--- config.mk ---
export PLATFORM = sky130hd
export DESIGN_NAME = color_sense_mc_flat
export DESIGN_NICKNAME = d
export VERILOG_FILES = /design/src/rtl/color_sense_if.sv /design/src/rtl/color_sense_mc.sv /design/src/flat_wrapper.sv
export SDC_FILE = /design/constraint.sdc
export NUM_CORES = 1
export LEC_CHECK = 0
export CAP_MARGIN = 20
export CORE_MARGIN = 5
export CORE_UTILIZATION = 53
export CTS_BUF_LIST = sky130_fd_sc_hd__clkbuf_16
export DETAILED_ROUTE_END_ITERATION = 10
export PLACE_DENSITY = 0.77
export RECOVER_POWER = 50
export SLEW_MARGIN = 20
export SYNTH_ARGS = -nofsm -noshare
export SYNTH_HDL_FRONTEND = slang
export SYNTH_SLANG_ARGS = --single-unit
--- constraint.sdc ---
create_clock -name clk -period 6.05 [get_ports clk]
set_input_delay 1.815 -clock clk [delete_from_list [all_inputs] [get_ports clk]]
set_output_delay 1.815 -clock clk [all_outputs]
set_load 0.02 [all_outputs]
--- src/rtl/color_sense_if.sv ---
// color_sense_if: sensor-side inputs and classification results of color_sense_mc.
// cnt_c_o exists only when COLOR_CLEAR_EN is defined.
interface color_sense_if #(
  parameter int unsigned CNT_W = 20
);
  logic             out_i;
  logic             en_i;
  logic             s2_o;
  logic             s3_o;
  logic [1:0]       color_o;
  logic             valid_o;
  logic [CNT_W-1:0] cnt_r_o;
  logic [CNT_W-1:0] cnt_g_o;
  logic [CNT_W-1:0] cnt_b_o;
`ifdef COLOR_CLEAR_EN
  logic [CNT_W-1:0] cnt_c_o;

  modport master (output out_i, en_i,
                  input  s2_o, s3_o, color_o, valid_o, cnt_r_o, cnt_g_o, cnt_b_o, cnt_c_o);
  modport slave  (input  out_i, en_i,
                  output s2_o, s3_o, color_o, valid_o, cnt_r_o, cnt_g_o, cnt_b_o, cnt_c_o);
`else
  modport master (output out_i, en_i,
                  input  s2_o, s3_o, color_o, valid_o, cnt_r_o, cnt_g_o, cnt_b_o);
  modport slave  (input  out_i, en_i,
                  output s2_o, s3_o, color_o, valid_o, cnt_r_o, cnt_g_o, cnt_b_o);
`endif
endinterface

--- src/rtl/color_sense_mc.sv ---
// color_sense_mc: TCS3200 colour classifier cycling R/B/G filter phases and reporting the dominant colour.
// Defining COLOR_CLEAR_EN adds a clear-channel phase, the cnt_c_o output and an ambient-light check.
module color_sense_mc #(
  parameter int unsigned GATE_CYCLES   = 500000,
  parameter int unsigned SETTLE_CYCLES = 5000,
  parameter int unsigned CNT_W         = 20,
  parameter int unsigned MIN_CNT       = 50
) (
  input  logic         clk,
  input  logic         rst_n,
  color_sense_if.slave bus
);
  localparam int unsigned MAX_T = (GATE_CYCLES > SETTLE_CYCLES) ? GATE_CYCLES : SETTLE_CYCLES;
  localparam int unsigned TMR_W = $clog2(MAX_T + 1);
  localparam logic [TMR_W-1:0] GATE_LAST   = TMR_W'(GATE_CYCLES - 1);
  localparam logic [TMR_W-1:0] SETTLE_LAST = TMR_W'(SETTLE_CYCLES - 1);
  localparam logic [CNT_W-1:0] CNT_MAX     = '1;

  typedef enum logic [1:0] {S_IDLE, S_SETTLE, S_COUNT, S_DECIDE} state_t;
  typedef enum logic [1:0] {PH_R, PH_B, PH_G, PH_C} phase_t;

`ifdef COLOR_CLEAR_EN
  localparam phase_t PH_LAST = PH_C;
`else
  localparam phase_t PH_LAST = PH_G;
`endif

  state_t           state_q;
  phase_t           phase_q;
  logic [TMR_W-1:0] tmr_q;
  logic [CNT_W-1:0] cnt_q, cnt_d;
  logic             sync1_q, sync2_q, prev_q, rise_c;
  logic [CNT_W-1:0] hold_r_q, hold_b_q;
  logic [1:0]       sel_q, color_q, color_d;
  logic             valid_q;
  logic [CNT_W-1:0] cnt_r_q, cnt_g_q, cnt_b_q;
  logic [CNT_W-1:0] r_eff, g_eff, b_eff, max_v;
`ifdef COLOR_CLEAR_EN
  logic [CNT_W-1:0] hold_g_q, cnt_c_q, c_eff;
`endif

  // {s2, s3} filter select per phase
  function automatic logic [1:0] sel_f(input phase_t p);
    case (p)
      PH_R:    sel_f = 2'b00;
      PH_B:    sel_f = 2'b01;
      PH_G:    sel_f = 2'b11;
      default: sel_f = 2'b10;
    endcase
  endfunction

  function automatic phase_t next_f(input phase_t p);
    case (p)
      PH_R:    next_f = PH_B;
      PH_B:    next_f = PH_G;
      PH_G:    next_f = PH_C;
      default: next_f = PH_R;
    endcase
  endfunction

  assign rise_c = sync2_q & ~prev_q;
  assign cnt_d  = (rise_c && (cnt_q != CNT_MAX)) ? cnt_q + CNT_W'(1) : cnt_q;

  // The last phase's count is still in cnt_d when the decision is registered.
  always_comb begin
    r_eff = hold_r_q;
    b_eff = hold_b_q;
`ifdef COLOR_CLEAR_EN
    g_eff = hold_g_q;
    c_eff = cnt_d;
`else
    g_eff = cnt_d;
`endif
    color_d = 2'b01;
    max_v   = r_eff;
    if (g_eff > max_v) begin
      color_d = 2'b10;
      max_v   = g_eff;
    end
    if (b_eff > max_v) begin
      color_d = 2'b11;
      max_v   = b_eff;
    end
    if (32'(max_v) < MIN_CNT) color_d = 2'b00;
`ifdef COLOR_CLEAR_EN
    if (32'(c_eff) < MIN_CNT) color_d = 2'b00;
`endif
  end

  always_ff @(posedge clk or negedge rst_n) begin
    if (!rst_n) begin
      state_q  <= S_IDLE;
      phase_q  <= PH_R;
      tmr_q    <= '0;
      cnt_q    <= '0;
      sync1_q  <= 1'b0;
      sync2_q  <= 1'b0;
      prev_q   <= 1'b0;
      hold_r_q <= '0;
      hold_b_q <= '0;
      sel_q    <= 2'b00;
      color_q  <= 2'b00;
      valid_q  <= 1'b0;
      cnt_r_q  <= '0;
      cnt_g_q  <= '0;
      cnt_b_q  <= '0;
`ifdef COLOR_CLEAR_EN
      hold_g_q <= '0;
      cnt_c_q  <= '0;
`endif
    end else begin
      sync1_q <= bus.out_i;
      sync2_q <= sync1_q;
      prev_q  <= sync2_q;
      valid_q <= 1'b0;
      unique case (state_q)
        S_IDLE: begin
          tmr_q <= '0;
          cnt_q <= '0;
          if (bus.en_i) begin
            state_q <= S_SETTLE;
            phase_q <= PH_R;
            sel_q   <= sel_f(PH_R);
          end
        end
        S_SETTLE: begin
          cnt_q <= '0;
          if (!bus.en_i) begin
            state_q <= S_IDLE;
            tmr_q   <= '0;
            sel_q   <= 2'b00;
          end else if (tmr_q == SETTLE_LAST) begin
            tmr_q   <= '0;
            state_q <= S_COUNT;
          end else begin
            tmr_q <= tmr_q + TMR_W'(1);
          end
        end
        S_COUNT: begin
          if (!bus.en_i) begin
            state_q <= S_IDLE;
            tmr_q   <= '0;
            cnt_q   <= '0;
            sel_q   <= 2'b00;
          end else if (tmr_q == GATE_LAST) begin
            tmr_q <= '0;
            cnt_q <= '0;
            case (phase_q)
              PH_R: hold_r_q <= cnt_d;
              PH_B: hold_b_q <= cnt_d;
`ifdef COLOR_CLEAR_EN
              PH_G: hold_g_q <= cnt_d;
`endif
              default: ;
            endcase
            if (phase_q == PH_LAST) begin
              state_q <= S_DECIDE;
              sel_q   <= 2'b00;
              valid_q <= 1'b1;
              color_q <= color_d;
              cnt_r_q <= r_eff;
              cnt_g_q <= g_eff;
              cnt_b_q <= b_eff;
`ifdef COLOR_CLEAR_EN
              cnt_c_q <= c_eff;
`endif
            end else begin
              state_q <= S_SETTLE;
              phase_q <= next_f(phase_q);
              sel_q   <= sel_f(next_f(phase_q));
            end
          end else begin
            tmr_q <= tmr_q + TMR_W'(1);
            cnt_q <= cnt_d;
          end
        end
        S_DECIDE: begin
          if (bus.en_i) begin
            state_q <= S_SETTLE;
            phase_q <= PH_R;
            sel_q   <= sel_f(PH_R);
          end else begin
            state_q <= S_IDLE;
          end
        end
        default: state_q <= S_IDLE;
      endcase
    end
  end

  assign bus.s2_o    = sel_q[1];
  assign bus.s3_o    = sel_q[0];
  assign bus.color_o = color_q;
  assign bus.valid_o = valid_q;
  assign bus.cnt_r_o = cnt_r_q;
  assign bus.cnt_g_o = cnt_g_q;
  assign bus.cnt_b_o = cnt_b_q;
`ifdef COLOR_CLEAR_EN
  assign bus.cnt_c_o = cnt_c_q;
`endif
endmodule

--- src/flat_wrapper.sv ---
// flat-port wrapper written by rule: the top's interface ports become plain ports
module color_sense_mc_flat 
#(
  parameter int unsigned GATE_CYCLES   = 500000,
  parameter int unsigned SETTLE_CYCLES = 5000,
  parameter int unsigned CNT_W         = 20,
  parameter int unsigned MIN_CNT       = 50
)
  (clk, rst_n, bus_out_i, bus_en_i, bus_s2_o, bus_s3_o, bus_color_o, bus_valid_o, bus_cnt_r_o, bus_cnt_g_o, bus_cnt_b_o);
  color_sense_if #(.CNT_W(CNT_W)) bus_i ();
  input  logic clk;
  input  logic rst_n;
  input wire logic [$bits(bus_i.out_i)-1:0] bus_out_i;
  input wire logic [$bits(bus_i.en_i)-1:0] bus_en_i;
  output wire logic [$bits(bus_i.s2_o)-1:0] bus_s2_o;
  output wire logic [$bits(bus_i.s3_o)-1:0] bus_s3_o;
  output wire logic [$bits(bus_i.color_o)-1:0] bus_color_o;
  output wire logic [$bits(bus_i.valid_o)-1:0] bus_valid_o;
  output wire logic [$bits(bus_i.cnt_r_o)-1:0] bus_cnt_r_o;
  output wire logic [$bits(bus_i.cnt_g_o)-1:0] bus_cnt_g_o;
  output wire logic [$bits(bus_i.cnt_b_o)-1:0] bus_cnt_b_o;
  assign bus_i.out_i = bus_out_i;
  assign bus_i.en_i = bus_en_i;
  assign bus_s2_o = bus_i.s2_o;
  assign bus_s3_o = bus_i.s3_o;
  assign bus_color_o = bus_i.color_o;
  assign bus_valid_o = bus_i.valid_o;
  assign bus_cnt_r_o = bus_i.cnt_r_o;
  assign bus_cnt_g_o = bus_i.cnt_g_o;
  assign bus_cnt_b_o = bus_i.cnt_b_o;
  color_sense_mc #(.GATE_CYCLES(GATE_CYCLES), .SETTLE_CYCLES(SETTLE_CYCLES), .CNT_W(CNT_W), .MIN_CNT(MIN_CNT)) u_core (.clk(clk), .rst_n(rst_n), .bus(bus_i));
endmodule
Yosys cells after proc, flatten, opt, wreduce, memory -nomap -nowiden
Index checks and enable logic that the tools add are counted.

cells by class
  $add $sub $neg = 2
  order comparisons = 3
  equal/unequal tests = 18
  mux-type cells = 39
  bitwise logic cells = 2
  reductions and logical operators = 15

operators by type and width
  operator                                               number
  two-way mux 20 bit                                     5
  two-way mux 19 bit                                     4
  one-hot mux 19 bit (3 select lines)                    1
  > comparator 20 bit                                    2
  one-hot mux 20 bit (2 select lines)                    1
  two-way mux 2 bit                                      18
  adder 20 x 1 -> 20 bit, second input constant          1
  < comparator 20 x 6 -> 1 bit, second input constant    1
  inequality test 20 bit, second input constant          1
  adder 19 x 1 -> 19 bit, second input constant          1
  equality test 19 x 13 -> 1 bit, second input constant  1
  equality test 19 bit, second input constant            1
  one-hot mux 2 bit (3 select lines)                     2
  AND reduction 4 bit                                    3
  equality test 2 bit, second input constant             4
  inequality test 2 bit, second input constant           4
  one-hot mux 2 bit (2 select lines)                     2
  one-hot mux 2 bit (4 select lines)                     1
  equality test 2 x 1 -> 1 bit, second input constant    3
  logical NOT 2 bit                                      3
  inequality test 3 x 2 -> 1 bit, second input constant  2
  AND reduction 3 bit                                    2
  two-way mux 1 bit                                      5
  AND reduction 5 bit                                    1
  7 further kinds                                        10

storage, ports and cells
  bits in registers = 151
  input bits = 4
  output and inout port bits = 65
  logic and storage cells = 94

Longest topological paths before layout
  word-level depth = 12
  gate-level depth with buffers = 28
  mapped depth without buffers = 26

Worst setup path before layout
Ideal clock, no wire load.

  path kind = register to register
  from = register u_core.cnt_q[0]
  to = register u_core.color_q[1], in the netlist u_core.bus.color_o[1]
  library setup time = 0.120 ns
  arrival time = 5.623 ns
  required time = 5.930 ns
  path slack = 0.307 ns
  cell stages (with the launch flop) = 28
  path buffers = 2
  clock period less this slack = 5.743 ns
  cells stage by stage = dfrtp_1 > ha_1 > and3_1 > nand3_4 > o21ai_4 > nor3_1 > and3_1 > xnor2_1 > inv_1 > ha_1 > nand4_1 > nor4_1 > inv_1 > nor3_1 > a31o_2 > clkbuf_1 > clkbuf_1 > nor2_1 > a21oi_1 > ha_1 > a21o_1 > a221o_1 > a221oi_1 > o31ai_1 > o21ai_0 > o311a_1 > o221ai_1 > o211a_1

between the ends
  longest elaborated chain between the ends = 9
  elaborated cells on any way between the ends = 12
  those cells by class = add/sub: 1; order compare: 3; eq/ne: 1; mux: 6; reduce/logical: 1

RTL lines
  item                                                                            line                   source
  from (decl)                                                                     color_sense_mc.sv:31   logic [CNT_W-1:0] cnt_q, cnt_d;
  from (signal assigned)                                                          color_sense_mc.sv:174  cnt_q <= cnt_d;
  parallel branches: the longest is 2 deep, another holds adder 20 x 1 -> 20 bit  -
  two-way mux 20 bit *                                                            color_sense_mc.sv:62   assign cnt_d = (rise_c && (cnt_q != CNT_MAX)) ? cnt_q + CNT_W'(1) : cnt_q;
  net u_core.cnt_d[9]                                                             color_sense_mc.sv:31
  > comparator 20 bit                                                             color_sense_mc.sv:76   if (g_eff > max_v) begin
  two-way mux 20 bit                                                              color_sense_mc.sv:76
  > comparator 20 bit                                                             color_sense_mc.sv:80   if (b_eff > max_v) begin
  two-way mux 20 bit                                                              color_sense_mc.sv:80
  < comparator 20 x 6 -> 1 bit                                                    color_sense_mc.sv:84   if (32'(max_v) < MIN_CNT) color_d = 2'b00;
  two-way mux 2 bit *                                                             color_sense_mc.sv:84
  to (signal assigned)                                                            color_sense_mc.sv:160  color_q <= color_d;
  to (decl)                                                                       color_sense_mc.sv:34   logic [1:0] sel_q, color_q, color_d;

Mark *: on every way through the listed nets, which the timed path passes.
A chain may end at the register's enable or synchronous reset.

Final worst setup path
Ends and elaborated chain as after synthesis.

==> impl_metrics.tcl <==
set metrics [dict create \
    async_flop_share 1.00 \
    max_stage_delay_ns 0.59 \
    path_max_fanout 17 \
    grt_max_degree 69 \
    hp-class "reg2reg" \
    synth_edf_count 0 \
    cts_tree "yes" \
    cp_slowest_cell "o22ai_1" \
    nets 1026 \
    syn_inst 907 \
    endpoint "u_core.bus.color_o[1]" \
    gp_congestion 0.946 \
    slew-limit-headroom -1.42 \
    path_cells "ha_1 > and3_1 > nand3_4 > o21ai_4 > buf_4 > o22ai_1 > inv_1 > ha_1 > nand2_1 > o21ai_0 > a221oi_1 > a31o_4 > nor2_1 > a21oi_1 > ha_1 > a21o_1 > a221o_1 > a221oi_2 > o31ai_1 > o21ai_2 > o311a_1 > o221ai_1 > o211a_1" \
    power_per_cell_area_nw_per_um2 244 \
    wl_mm 20.6 \
    dieArea_um2 17800 \
    cp-end-kind "register" \
    htree_levels 4 \
    syn_nets 957 \
    peakVddDrop_mv 0.288 \
    yosysSeqAreaShare 0.469 \
    antenna_cells 0 \
    max_freq_mhz 176 \
    netlist_area_um2 8060 \
    arrival_ns 5.99 \
    ff2ff_path_depth 23 \
    setup_slack_ns 0.356 \
    dp_hpwl_mm 14.5 \
    vias 6742 \
    path_clk_slew_ns 0.06 \
    slew_violations 69 \
    grt_pass1_wl_mm 33.7 \
    outcome "finished with violations" \
    rsz0062_at_grt "no" \
    first_global_vias 6502 \
    setup_tns_ns 0 \
    period_share 0.941 \
    critPathRequiredTime_ns 6.35 \
    path_class "reg2reg" \
    fin_area_um2 9560 \
    worstMarginPinSlew_ns 3.62 \
    cp-start-kind "register" \
    antenna_found_initial 0 \
    worstReg2RegStart "u_core.cnt_q[0]" \
    cap_viol_max_count 1 \
    die_height_um 133 \
    cts_buffers 17 \
    area.growth.synth_to_final_pct 18.6 \
    synth_top_area_frac 0.469 \
    wl_per_cell_um 17.5 \
    synth_top_cell_by_area "dfrtp_1" \
    die_w_um 133 \
    yosys_warnings 0 \
    postCtsHoldBufs 0 \
    clock_path_buffers 2 \
    pre_cts_ws_ns 0.126 \
    grt_overflow 0 \
    violations "max-capacitance violations, max-slew violations" \
    power_leakage_nw 4.51 \
    dpl_cell_area_um2 8950 \
    drive_gt1_frac 0.0750 \
    r2r_setup_slack_ns 0.36 \
    root_buffer "clkbuf_16" \
    firstDrtPassIters 6 \
    fin_skew_ns 0.0121 \
    ys_ff_latch 151 \
    coreArea_um2 15000 \
    portBuffers 68 \
    ys_types 69 \
    r2r-end "u_core.bus.color_o[1]" \
    ys.flop_type "dfrtp_1" \
    fin_crit_ns 5.69 \
    postRouteAntennaNets 0 \
    syn_avg_cell_area_um2 8.89 \
    start_util 0.536 \
    clk_latency_ns 0.42 \
    synth.area.top_cells "dfrtp_1 (47%), ha_1 (7.1%), nand2_1 (6.4%)" \
    io_pins 69 \
    register_area_um2 3780 \
    holdPathStages 0 \
    num-fill-cells 1246 \
    drt-initial-drc-count 774 \
    hold_viol 0 \
    rows 45 \
    setup_violations 0 \
    multi_input_area_um2 3900 \
    crit_start "u_core.cnt_q[0]" \
    drc 0 \
    grt_usage 0.236 \
    via_per_inst 5.74 \
    worst_path_most_repeated_cell "ha_1" \
    clkSinkCount 151 \
]
## how the worst min path moves through the flow
stage                   start        endpoint  slack, ns
2_1_floorplan  u_core.sync1_q  u_core.sync2_q       0.33
3_3_place_gp   u_core.sync1_q  u_core.sync2_q       0.35
3_5_place_dp   u_core.sync1_q  u_core.sync2_q       0.35
4_1_cts        u_core.sync1_q  u_core.sync2_q       0.36
5_1_grt        u_core.sync1_q  u_core.sync2_q       0.36
6_report       u_core.sync1_q  u_core.sync2_q       0.36
## where the power goes
group          internal, W  switching [W]  total (W)  leakage (nW)
clock network     0.000676       0.000396    0.00107         0.292
registers          0.00103      0.0000247    0.00105          2.09
logic            0.0000618       0.000143   0.000204          2.13
total              0.00177       0.000564    0.00233          4.51
## cell usage in the layout (no fill, tap or decap), types with 12 or more instances in the layout
cell type        netlist  layout
dfrtp_1              151     151
nand2_1              138     139
nor2_1               107     107
a21oi_1               87      88
clkdlybuf4s50_1        0      55
o21ai_0               51      50
inv_1                 46      48
ha_1                  46      46
nand3_1               24      25
buf_4                  2      25
o21ai_1               22      22
nand4_1               20      20
clkbuf_16              0      17
xnor2_1               16      16
xor2_1                13      13
nor3_1                12      12
dlygate4sd3_1          0      12
## layout make-up
class	instances	share of cell area
clock inverters	13	0.0171
well taps	188	0.0246
flip-flops and latches	151	0.395
repair buffers	96	0.0926
inverters	47	0.0185
clock buffers	17	0.0445
multi-input cells	663	0.407
## sequential cells by signal, indices dropped and copies added, names as in the netlist, 19 cells and up
| name | cells |
|---|---|
| u_core.bus.cnt_g_o | 20 |
| u_core.tmr_q | 19 |
| u_core.hold_r_q | 20 |
| u_core.cnt_q | 20 |
| u_core.bus.cnt_r_o | 20 |
| u_core.b_eff | 20 |
| u_core.bus.cnt_b_o | 20 |
## per-stage QoR
| step | hold WS, ns | power (W) | utilization | cells |
|---|---|---|---|---|
| 3_5_place_dp | 0.345 | 0.00128 | 0.595 | 1143 |
| 4_1_cts | 0.360 | 0.00235 | 0.635 | 1173 |
| 3_3_place_gp | 0.349 | 0.00128 | 0.595 | 1143 |
| 2_1_floorplan | 0.331 | 0.00121 | - | 907 |
| 6_report | 0.355 | 0.00233 | 0.636 | 1175 |
| 5_1_grt | 0.359 | 0.00242 | 0.636 | 1175 |
## cell usage after synthesis (11+ instances only)
master	instances
a21o_1	11
dfrtp_1	151
a21oi_1	87
o21ai_1	22
xnor2_1	16
ha_1	46
clkbuf_1	23
buf_2	18
inv_1	46
xor2_1	13
nand2_1	138
nor3_1	12
nand4_1	20
o21ai_0	51
nand3_1	24
nor2_1	107
## routing by layer
metal  share of wire  global-route usage  wire length [µm]  vias up
li1                -                   -                 -     3266
met5               0                   0                 0        -
met3           0.062              0.0529              1270       35
met4           0.019              0.0777               399        0
met2            0.48               0.373              9920      251
met1            0.44               0.326              8980     3190
## logic make-up after synthesis
kind of cell / after synthesis / share of synthesized area
adder cells (fa/ha/maj): 46 / 0.0714
AND/OR/NAND/NOR: 373 / 0.221
XOR/XNOR: 30 / 0.0335
AO/OA/AOI/OAI: 209 / 0.149
multiplexers: 5 / 0.00636
flip-flops: 151 / 0.469
buffers and inverters: 93 / 0.0498
## worst max-delay path: cells and delay by family (launching register included)
family | cells | cell delay (ns)
AOI/OAI and AO/OA | 14 | 3.45
adders and majority gates | 3 | 0.86
buffers and inverters | 2 | 0.29
DFF | 1 | 0.43
and+or+nand+nor | 4 | 0.53
## repair_timing
item,CTS,global route
setup endpoints to repair,0,2
buffers inserted,0,2
gates resized for setup,0,6
Power figures use the tool's default switching activity.
